<file path="src/rtl/aes_pkg.sv">
// Shared constants and FSM state type for the iterative AES round controller.
package aes_pkg;

   localparam int AES_BLOCK_W = 128;
   localparam int AES_NR      = 10;
   localparam int AES_KIDX_W  = 4;

   typedef enum logic [1:0] {
      IDLE,
      ISSUE,
      WAIT,
      DONE
   } ctrl_state_t;

endpackage

</file>
<file path="src/rtl/aes_round_ctrl_if.sv">
// Handshake and datapath bundle for aes_round_ctrl.
// The in_decrypt signal exists only when AES_DECRYPT_EN is defined.
interface aes_round_ctrl_if
   import aes_pkg::*;
#(
   parameter int DATA_W = AES_BLOCK_W,
   parameter int KIDX_W = AES_KIDX_W
);

   logic              key_we;
   logic [KIDX_W-1:0] key_waddr;
   logic [DATA_W-1:0] key_wdata;

   logic              in_valid;
   logic              in_ready;
   logic [DATA_W-1:0] in_data;
`ifdef AES_DECRYPT_EN
   logic              in_decrypt;
`endif

   logic              rd_valid;
   logic [DATA_W-1:0] rd_data;
   logic [DATA_W-1:0] rd_key;
   logic [KIDX_W-1:0] rd_round;
   logic              rd_first;
   logic              rd_last;

   logic              dp_valid;
   logic [DATA_W-1:0] dp_data;

   logic              out_valid;
   logic              out_ready;
   logic [DATA_W-1:0] out_data;

   logic              busy;
   logic              err;

   modport master (
`ifdef AES_DECRYPT_EN
      input  in_decrypt,
`endif
      input  key_we, key_waddr, key_wdata,
      input  in_valid, in_data,
      input  dp_valid, dp_data,
      input  out_ready,
      output in_ready,
      output rd_valid, rd_data, rd_key, rd_round, rd_first, rd_last,
      output out_valid, out_data,
      output busy, err
   );

   modport slave (
`ifdef AES_DECRYPT_EN
      output in_decrypt,
`endif
      output key_we, key_waddr, key_wdata,
      output in_valid, in_data,
      output dp_valid, dp_data,
      output out_ready,
      input  in_ready,
      input  rd_valid, rd_data, rd_key, rd_round, rd_first, rd_last,
      input  out_valid, out_data,
      input  busy, err
   );

endinterface

</file>
<file path="src/rtl/aes_round_key_file.sv">
// Round-key storage: NENT entries, one write port, combinational read port.
module aes_round_key_file
   import aes_pkg::*;
#(
   parameter int DATA_W = AES_BLOCK_W,
   parameter int NENT   = AES_NR + 1,
   parameter int KIDX_W = AES_KIDX_W
) (
   input  logic              clk,
   input  logic              reset,
   input  logic              we,
   input  logic [KIDX_W-1:0] waddr,
   input  logic [DATA_W-1:0] wdata,
   input  logic [KIDX_W-1:0] raddr,
   output logic [DATA_W-1:0] rdata
);

   localparam logic [KIDX_W-1:0] LAST = KIDX_W'(NENT - 1);

   logic [DATA_W-1:0] mem_q [NENT];

   always_ff @(posedge clk or negedge reset) begin
      if (!reset) begin
         for (int i = 0; i < NENT; i++) begin
            mem_q[i] <= '0;
         end
      end else if (we) begin
         mem_q[waddr] <= wdata;
      end
   end

   // Indices beyond the last entry read as zero rather than X.
   assign rdata = (raddr <= LAST) ? mem_q[raddr] : '0;

endmodule

</file>
<file path="src/rtl/aes_round_ctrl.sv">
// Iterative AES round sequencer: issues NR+1 rounds to an external datapath.
// Optional AES_DECRYPT_EN adds in_decrypt, which reverses the key-index order.
//
// state | meaning
// IDLE  | ready for a block; key writes accepted
// ISSUE | one-cycle round issue to the datapath
// WAIT  | waiting for the datapath result of the issued round
// DONE  | result presented, held until out_ready
module aes_round_ctrl
   import aes_pkg::*;
#(
   parameter int DATA_W = AES_BLOCK_W,
   parameter int NR     = AES_NR,
   parameter int KIDX_W = AES_KIDX_W
) (
   input  logic             clk,
   input  logic             reset,
   aes_round_ctrl_if.master bus
);

   localparam logic [KIDX_W-1:0] NR_K  = KIDX_W'(NR);
   localparam logic [KIDX_W-1:0] ONE_K = KIDX_W'(1);

   ctrl_state_t       state_q;
   logic [DATA_W-1:0] blk_q;
   logic [KIDX_W-1:0] round_q;
   logic [KIDX_W-1:0] round_inc;
   logic [KIDX_W-1:0] kidx;
   logic              in_ready_q;
   logic              rd_valid_q;
   logic              rd_first_q;
   logic              rd_last_q;
   logic              out_valid_q;
   logic              busy_q;
   logic              err_q;
   logic              key_wr_ok;
   logic              key_wr_bad;
   logic              dp_bad;

   assign key_wr_ok  = bus.key_we && (state_q == IDLE) && (bus.key_waddr <= NR_K);
   assign key_wr_bad = bus.key_we && !key_wr_ok;
   assign dp_bad     = bus.dp_valid && (state_q != WAIT);
   assign round_inc  = round_q + ONE_K;

`ifdef AES_DECRYPT_EN
   logic dec_q;
   assign kidx = dec_q ? (NR_K - round_q) : round_q;
`else
   assign kidx = round_q;
`endif

   aes_round_key_file #(
      .DATA_W (DATA_W),
      .NENT   (NR + 1),
      .KIDX_W (KIDX_W)
   ) u_key_file (
      .clk   (clk),
      .reset (reset),
      .we    (key_wr_ok),
      .waddr (bus.key_waddr),
      .wdata (bus.key_wdata),
      .raddr (kidx),
      .rdata (bus.rd_key)
   );

   always_ff @(posedge clk or negedge reset) begin
      if (!reset) begin
         state_q     <= IDLE;
         blk_q       <= '0;
         round_q     <= '0;
         in_ready_q  <= 1'b1;
         rd_valid_q  <= 1'b0;
         rd_first_q  <= 1'b0;
         rd_last_q   <= 1'b0;
         out_valid_q <= 1'b0;
         busy_q      <= 1'b0;
         err_q       <= 1'b0;
`ifdef AES_DECRYPT_EN
         dec_q       <= 1'b0;
`endif
      end else begin
         err_q      <= key_wr_bad | dp_bad;
         rd_valid_q <= 1'b0;
         rd_first_q <= 1'b0;
         rd_last_q  <= 1'b0;
         case (state_q)
            IDLE: begin
               if (bus.in_valid) begin
                  blk_q      <= bus.in_data;
                  round_q    <= '0;
                  state_q    <= ISSUE;
                  rd_valid_q <= 1'b1;
                  rd_first_q <= 1'b1;
                  rd_last_q  <= (NR_K == '0);
                  in_ready_q <= 1'b0;
                  busy_q     <= 1'b1;
`ifdef AES_DECRYPT_EN
                  dec_q      <= bus.in_decrypt;
`endif
               end
            end
            ISSUE: begin
               state_q <= WAIT;
            end
            WAIT: begin
               if (bus.dp_valid) begin
                  blk_q <= bus.dp_data;
                  if (round_q == NR_K) begin
                     state_q     <= DONE;
                     out_valid_q <= 1'b1;
                  end else begin
                     round_q    <= round_inc;
                     state_q    <= ISSUE;
                     rd_valid_q <= 1'b1;
                     rd_last_q  <= (round_inc == NR_K);
                  end
               end
            end
            DONE: begin
               if (bus.out_ready) begin
                  state_q     <= IDLE;
                  out_valid_q <= 1'b0;
                  in_ready_q  <= 1'b1;
                  busy_q      <= 1'b0;
               end
            end
            default: begin
               state_q <= IDLE;
            end
         endcase
      end
   end

   assign bus.in_ready  = in_ready_q;
   assign bus.rd_valid  = rd_valid_q;
   assign bus.rd_data   = blk_q;
   assign bus.rd_round  = round_q;
   assign bus.rd_first  = rd_first_q;
   assign bus.rd_last   = rd_last_q;
   assign bus.out_valid = out_valid_q;
   assign bus.out_data  = blk_q;
   assign bus.busy      = busy_q;
   assign bus.err       = err_q;

endmodule
</file>
<file path="src/flat_wrapper.sv">
// flat-port wrapper written by rule: the top's interface ports become plain ports
module aes_round_ctrl_flat import aes_pkg::*;
#(
   parameter int DATA_W = AES_BLOCK_W,
   parameter int NR     = AES_NR,
   parameter int KIDX_W = AES_KIDX_W
)
  (clk, reset, bus_key_we, bus_key_waddr, bus_key_wdata, bus_in_valid, bus_in_data, bus_dp_valid, bus_dp_data, bus_out_ready, bus_in_ready, bus_rd_valid, bus_rd_data, bus_rd_key, bus_rd_round, bus_rd_first, bus_rd_last, bus_out_valid, bus_out_data, bus_busy, bus_err);
  aes_round_ctrl_if #(.DATA_W(DATA_W), .KIDX_W(KIDX_W)) bus_i ();
  input  logic clk;
  input  logic reset;
  input wire logic [$bits(bus_i.key_we)-1:0] bus_key_we;
  input wire logic [$bits(bus_i.key_waddr)-1:0] bus_key_waddr;
  input wire logic [$bits(bus_i.key_wdata)-1:0] bus_key_wdata;
  input wire logic [$bits(bus_i.in_valid)-1:0] bus_in_valid;
  input wire logic [$bits(bus_i.in_data)-1:0] bus_in_data;
  input wire logic [$bits(bus_i.dp_valid)-1:0] bus_dp_valid;
  input wire logic [$bits(bus_i.dp_data)-1:0] bus_dp_data;
  input wire logic [$bits(bus_i.out_ready)-1:0] bus_out_ready;
  output wire logic [$bits(bus_i.in_ready)-1:0] bus_in_ready;
  output wire logic [$bits(bus_i.rd_valid)-1:0] bus_rd_valid;
  output wire logic [$bits(bus_i.rd_data)-1:0] bus_rd_data;
  output wire logic [$bits(bus_i.rd_key)-1:0] bus_rd_key;
  output wire logic [$bits(bus_i.rd_round)-1:0] bus_rd_round;
  output wire logic [$bits(bus_i.rd_first)-1:0] bus_rd_first;
  output wire logic [$bits(bus_i.rd_last)-1:0] bus_rd_last;
  output wire logic [$bits(bus_i.out_valid)-1:0] bus_out_valid;
  output wire logic [$bits(bus_i.out_data)-1:0] bus_out_data;
  output wire logic [$bits(bus_i.busy)-1:0] bus_busy;
  output wire logic [$bits(bus_i.err)-1:0] bus_err;
  assign bus_i.key_we = bus_key_we;
  assign bus_i.key_waddr = bus_key_waddr;
  assign bus_i.key_wdata = bus_key_wdata;
  assign bus_i.in_valid = bus_in_valid;
  assign bus_i.in_data = bus_in_data;
  assign bus_i.dp_valid = bus_dp_valid;
  assign bus_i.dp_data = bus_dp_data;
  assign bus_i.out_ready = bus_out_ready;
  assign bus_in_ready = bus_i.in_ready;
  assign bus_rd_valid = bus_i.rd_valid;
  assign bus_rd_data = bus_i.rd_data;
  assign bus_rd_key = bus_i.rd_key;
  assign bus_rd_round = bus_i.rd_round;
  assign bus_rd_first = bus_i.rd_first;
  assign bus_rd_last = bus_i.rd_last;
  assign bus_out_valid = bus_i.out_valid;
  assign bus_out_data = bus_i.out_data;
  assign bus_busy = bus_i.busy;
  assign bus_err = bus_i.err;
  aes_round_ctrl #(.DATA_W(DATA_W), .NR(NR), .KIDX_W(KIDX_W)) u_core (.clk(clk), .reset(reset), .bus(bus_i));
endmodule
</file>
<file path="config.mk">
export PLATFORM = sky130hd
export DESIGN_NAME = aes_round_ctrl_flat
export DESIGN_NICKNAME = d
export VERILOG_FILES = /design/src/rtl/aes_pkg.sv /design/src/rtl/aes_round_ctrl_if.sv /design/src/rtl/aes_round_key_file.sv /design/src/rtl/aes_round_ctrl.sv /design/src/flat_wrapper.sv
export SDC_FILE = /design/constraint.sdc
export NUM_CORES = 2
export LEC_CHECK = 0
export ABC_AREA = 1
export CORE_MARGIN = 2
export CORE_UTILIZATION = 45
export CTS_CLUSTER_SIZE = 20
export DETAILED_ROUTE_END_ITERATION = 6
export PLACE_DENSITY = 0.71
export SLEW_MARGIN = 10
export SYNTH_ARGS = -nofsm -noshare
export SYNTH_HDL_FRONTEND = slang
export SYNTH_SLANG_ARGS = --single-unit
</file>
<file path="constraint.sdc">
create_clock -name clk -period 6.3 [get_ports clk]
set_input_delay 1.89 -clock clk [delete_from_list [all_inputs] [get_ports clk]]
set_output_delay 1.89 -clock clk [all_outputs]
set_load 0.005 [all_outputs]
</file>
After elaboration in Yosys (flattened, before gate mapping). Cells that the tools add are included.

Flip-flop bits (word level): 1549. Input port bits: 394. Output and inout port bits: 395. Logic and storage cells: 92.

$add $sub $neg: 1. Magnitude comparators: 5. Eq/ne operators: 11. Mux-type cells: 36. Bitwise gates (word level): 3. Reductions and logical operators: 15.

Operators with widths (count): $bwmux W1408 (1); $mux W128 (6); $bmux W128 S4 (1); $demux W128 S4 (1); $pmux W128 S2 (1); $mux W1 (13); $mux W4 (3); $ge A5 B5 Y1 const B (2); $ne A2 B2 Y1 const B (5); $not A4 Y5 (2); $reduce_and A3 Y1 (3); $eq A4 B4 Y1 const B (2); $le A4 B4 Y1 const B (2); $mux W2 (4); $pmux W1 S2 (4); $pmux W2 S4 (1); $pmux W4 S2 (1); $reduce_and A4 Y1 (2); $reduce_bool A2 Y1 (3); $logic_and A1 B1 Y1 (5); $lt A5 B1 Y1 const B (1); $add A4 B1 Y4 const B (1); $eq A2 B2 Y1 const B (2); $eq A2 B1 Y1 const B (1); 4 further kinds (4).

Depth between registers and ports, before layout.
Depth in word-level cells: 6. Depth in mapped cells: 12.

Cells and area by module. A second synthesis with hierarchy kept.

Cell total of the unflattened synthesis: 9515. Area, all modules: 73176.4 µm².

Modules (own cells, without submodules): aes_round_key_file (times used 1, cells an instance 8330, area an instance 64907.3 µm²); aes_round_ctrl (times used 1, cells an instance 1185, area an instance 8269.2 µm²).

Worst setup path after synthesis. OpenSTA, ideal clock, no wires.

Path type: register to output. From: register u_core.round_q[0] (netlist: u_core.bus.rd_round[0]). To: output port bus_rd_key[0]. Data arrival time: 2.174 ns. Data required time: 4.410 ns. Slack: 2.236 ns. Stages on the path, launching flop included: 12. Buffers on the path: 5. Path through: dfrtp_1 > inv_2 > buf_2 > buf_2 > buf_2 > ha_1 > nand2_1 > inv_1 > a211oi_1 > clkbuf_1 > clkbuf_1 > a21oi_1.

Longest elaborated chain between the ends: 5. Elaborated cells between the ends (all ways): 6. Those cells by class: order compare: 1; mux: 4; bitwise: 1.

Ends and longest elaborated chain: start: declaration (line aes_round_ctrl.sv:26) `logic [KIDX_W-1:0] round_q;`; start signal: assignment (line aes_round_ctrl.sv:112) `round_q <= round_inc;`; $not A4 Y5 (not written as such) (line aes_round_key_file.sv:33) `assign rdata = (raddr <= LAST) ? mem_q[raddr] : '0;`; $bmux W128 S4 (line aes_round_key_file.sv:33); $mux W128 (not written as such) (2 in a row) (line aes_round_key_file.sv:33); $mux W128 (*) (line aes_round_key_file.sv:33); end: declaration (line flat_wrapper.sv:23) `output wire logic [$bits(bus_i.rd_key)-1:0] bus_rd_key;`.

Every way passes the cells marked *; elsewhere a longest branch is shown, timed or not. The select of a mux whose other input is x is not followed.

Final worst setup path.
From: register u_core.round_q[1] (netlist: u_core.bus.rd_round[1]). To: output port bus_rd_key[97].

The elaborated chain is that of the path after synthesis.

==> run_results.csv <==
group,metric,value,unit
clock_tree,cts_root_buffer,"clkbuf_16",
yosys,syn_area_per_cell,7.50,sq um
hold_path,min-delay-start,"u_core.u_key_file.mem_q[268]$_DFFE_PN0P_",
placed_design,hpwl,179000,um
clock_tree,cts_tree,"done",
yosys,ys_seq_area_share,52.4,%
job,cap_violations,0,
yosys,syn_inst,9863,
power_and_ir_drop,powerDensity,542,nW/um^2
final_layout,nFillCells,15004,
outcome,status,"finished, violations left",
clock_tree,clockBufferDepth,3,
final_layout,final_layout_size_suffix_gt1_share,3.94,%
floorplanning,dieArea,168000,sq um
detailed_routing,drt-initial-drc-count,7758,
power_and_ir_drop,power,47500,uW
power_and_ir_drop,power_frac_clock,21.3,%
timing,setup_tns,0,ns
worst_setup_path,rr_worst_depth,6,
worst_setup_path,end_kind,"primary output",
clock_tree,cts.sinks,1549,
yosys,syn_area,74000,sq um
worst_setup_path,reg2reg_slack,2.95,ns
placed_design,io_buffers,788,
clock_tree,cts_setup_buffers,0,
placed_design,dpl_worst_slack,1.12,ns
timing,worst_pin_slew,1.19,ns
floorplanning,std_cell_rows,148,
worst_setup_path,crit_path_max_fanout,83,
yosys,synth_nets,10260,
power_and_ir_drop,leakage,0.0431,uW
timing,rsz0062_at_grt,"no",
power_and_ir_drop,switching_share,40.3,%
hold_path,hp-class,"reg -> reg",
worst_setup_path,r2r_start,"u_core.state_q[0]$_DFFE_PN0P_",
worst_setup_path,required,4.41,ns
timing,worst_slack,0.179,ns
global_route,grt_start_max_net_pins,190,
floorplanning,start_util,45.4,%
timing,fin_crit_sh,97.2,%
global_route,overflow,0,
final_layout,multi_input_area,28500,sq um
floorplanning,die_h,410,um
clock_tree,cts_resized,0,
yosys,ys_seq_elements,1549,
timing,max_freq,163,MHz
power_and_ir_drop,power_frac_comb,41.3,%
timing,finalSetupViolations,0,
hold_path,min_to,"u_core.u_key_file.mem_q[268]$_DFFE_PN0P_",
worst_setup_path,worstSetupPathType,"reg -> out",
outcome,failed_checks,"design-rule violations",
hold_path,min_path_cells,2,
detailed_routing,remaining_drc_errors,8,
clock_tree,worstSkewPairLatency,0.81,ns
clock_tree,path_clk_slew,0.06,ns
detailed_routing,avgRoutedWirePerCell,22.5,um
power_and_ir_drop,ir_drop,0.000371,V
detailed_routing,vias_per_cell,5.42,
worst_setup_path,crit_start,"u_core.bus.rd_round[1]$_DFFE_PN0P_",
final_layout,fin_util,53.7,%
power_and_ir_drop,seqPwrFrac,37.4,%
clock_tree,numCtsBuffers,169,
placed_design,place_area,81900,sq um
timing,fin_crit,6.12,ns
final_layout,fin_nets,10399,
detailed_routing,drtPass1Iterations,7,
timing,final-hold-violation-count,0,
detailed_routing,postRouteAntennaNets,0,
detailed_routing,vias,66743,
placed_design,globalplace.congestion,1.05,
floorplanning,die_width,410,um
detailed_routing,drt_wl_total,278000,um
clock_tree,htreeDepth,4,
worst_setup_path,crit_arrival,4.23,ns
global_route,grt_pass1_vias,61525,
timing,relSlewSlack,20.7,%
worst_setup_path,start_kind,"flip-flop",
power_and_ir_drop,p_switching,19100,uW
final_layout,design_area,87500,sq um
global_route,grt_usage,32.5,%
worst_setup_path,r2r_end,"u_core.bus.out_data[19]$_DFFE_PN0P_",
floorplanning,core,163000,sq um
global_route,antenna_found_initial,35,
timing,skew,0.0461,ns
floorplanning,io_pins,789,
timing,slew_viol_final,0,
power_and_ir_drop,power.internal,28300,uW
global_route,grt_pass1_wl,410000,um
yosys,yosys_warnings,0,
yosys,synth_cell_types,28,
final_layout,seq_area,38800,sq um
final_layout,area_growth,18.3,%
clock_tree,cts_hold_repair.buffers,0,
cells in the final DEF (no fill, tap or decap), drive strengths merged, types with 4 or more instances in the layout:
cell	n
nand2	4123
o21ai	1668
dfrtp	1548
clkdlybuf4s50	787
inv	668
nand3	389
nor2	267
clkbuf	255
a21oi	131
a31oi	128
buf	113
clkinv	22
diode	17
bufinv	9
clkinvlp	4
synthesized netlist by cell type (all sizes together):
master / n / share of area [%]
dfstp: 1 / 0.036
dfrtp: 1548 / 52
o22ai: 3 / 0.025
nor2: 267 / 1.4
nand3: 389 / 2.6
xor2: 1 / 0.012
o211ai: 1 / 0.010
nand4: 3 / 0.025
nor3: 1 / 0.0068
a21oi: 131 / 0.89
nand2: 4123 / 21
ha: 3 / 0.051
nor4: 2 / 0.057
a211oi: 1 / 0.010
a21boi: 1 / 0.015
buf: 374 / 3.1
inv: 660 / 3.3
a31oi: 128 / 1.1
o21ai: 1668 / 11
clkbuf: 558 / 2.8
state kept, by name, indices dropped and copies added (netlist names):
signal,count
u_core.bus.rd_last,1
u_core.u_key_file.mem_q,1408
u_core.bus.busy,1
u_core.bus.rd_first,1
u_core.bus.out_valid,1
u_core.bus.in_ready,1
u_core.state_q,2
u_core.bus.err,1
u_core.bus.rd_valid,1
u_core.bus.rd_round,4
u_core.bus.out_data,128
through the flow:
stage | hold WS [ns] | std cells
2_1_floorplan | 0.448 | 9863
3_3_place_gp | 0.456 | 12006
3_5_place_dp | 0.468 | 12006
4_1_cts | 0.481 | 12304
5_1_grt | 0.496 | 12310
6_report | 0.480 | 12321
worst max-delay path by stage:
stage                                 to  cells after the start
after global placement    bus_rd_key[97]                      8
after floorplan            bus_rd_key[0]                     11
after global routing      bus_rd_key[97]                      8
after detailed placement  bus_rd_key[97]                      8
after CTS                 bus_rd_key[97]                      8
final                     bus_rd_key[97]                      8
cell type report:
type	count	area share (%)
antenna	17	0.0486
clock buffer	255	5.78
clock inverter	43	0.669
inverter	660	2.86
multi-input combinational	6722	32.6
sequential	1549	44.3
tap	2175	3.11
timing repair buffer	900	10.7
logic make-up after synthesis:
logic type / share of synthesized area (%)
AND/OR/NAND/NOR: 25.0
flip-flops: 52.4
adder cells (fa/ha/maj): 0.0507
XOR/XNOR: 0.0118
AO/OA/AOI/OAI: 13.3
buffers and inverters: 9.25
critical path: stages, from the launching register on:
cell             delay [ns]
dfrtp_4                0.72
inv_8                  0.59
buf_12                 0.30
o21ai_0                0.11
o21ai_0                0.21
buf_4                  0.14
nand2_1                0.05
a21oi_1                0.61
clkdlybuf4s50_1        0.64
routing by layer:
metal | wire length (um) | part of all wire [%] | track usage (%)
met5 | 208 | 0.075 | 0
met2 | 130000 | 47 | 51.7
met4 | 18200 | 6.5 | 19.1
met1 | 107000 | 39 | 40.8
met3 | 22600 | 8.1 | 7.03
power groups by stage:
stage	Combinational [uW]	Clock (uW)	Sequential, uW
after floorplan	11600	0	16500
after global placement	19100	0	17600
after detailed placement	19400	0	17800
after CTS	19600	10200	17700
after global routing	21800	10600	18200
final	19600	10100	17700
Power figures use the tool's default switching activity.
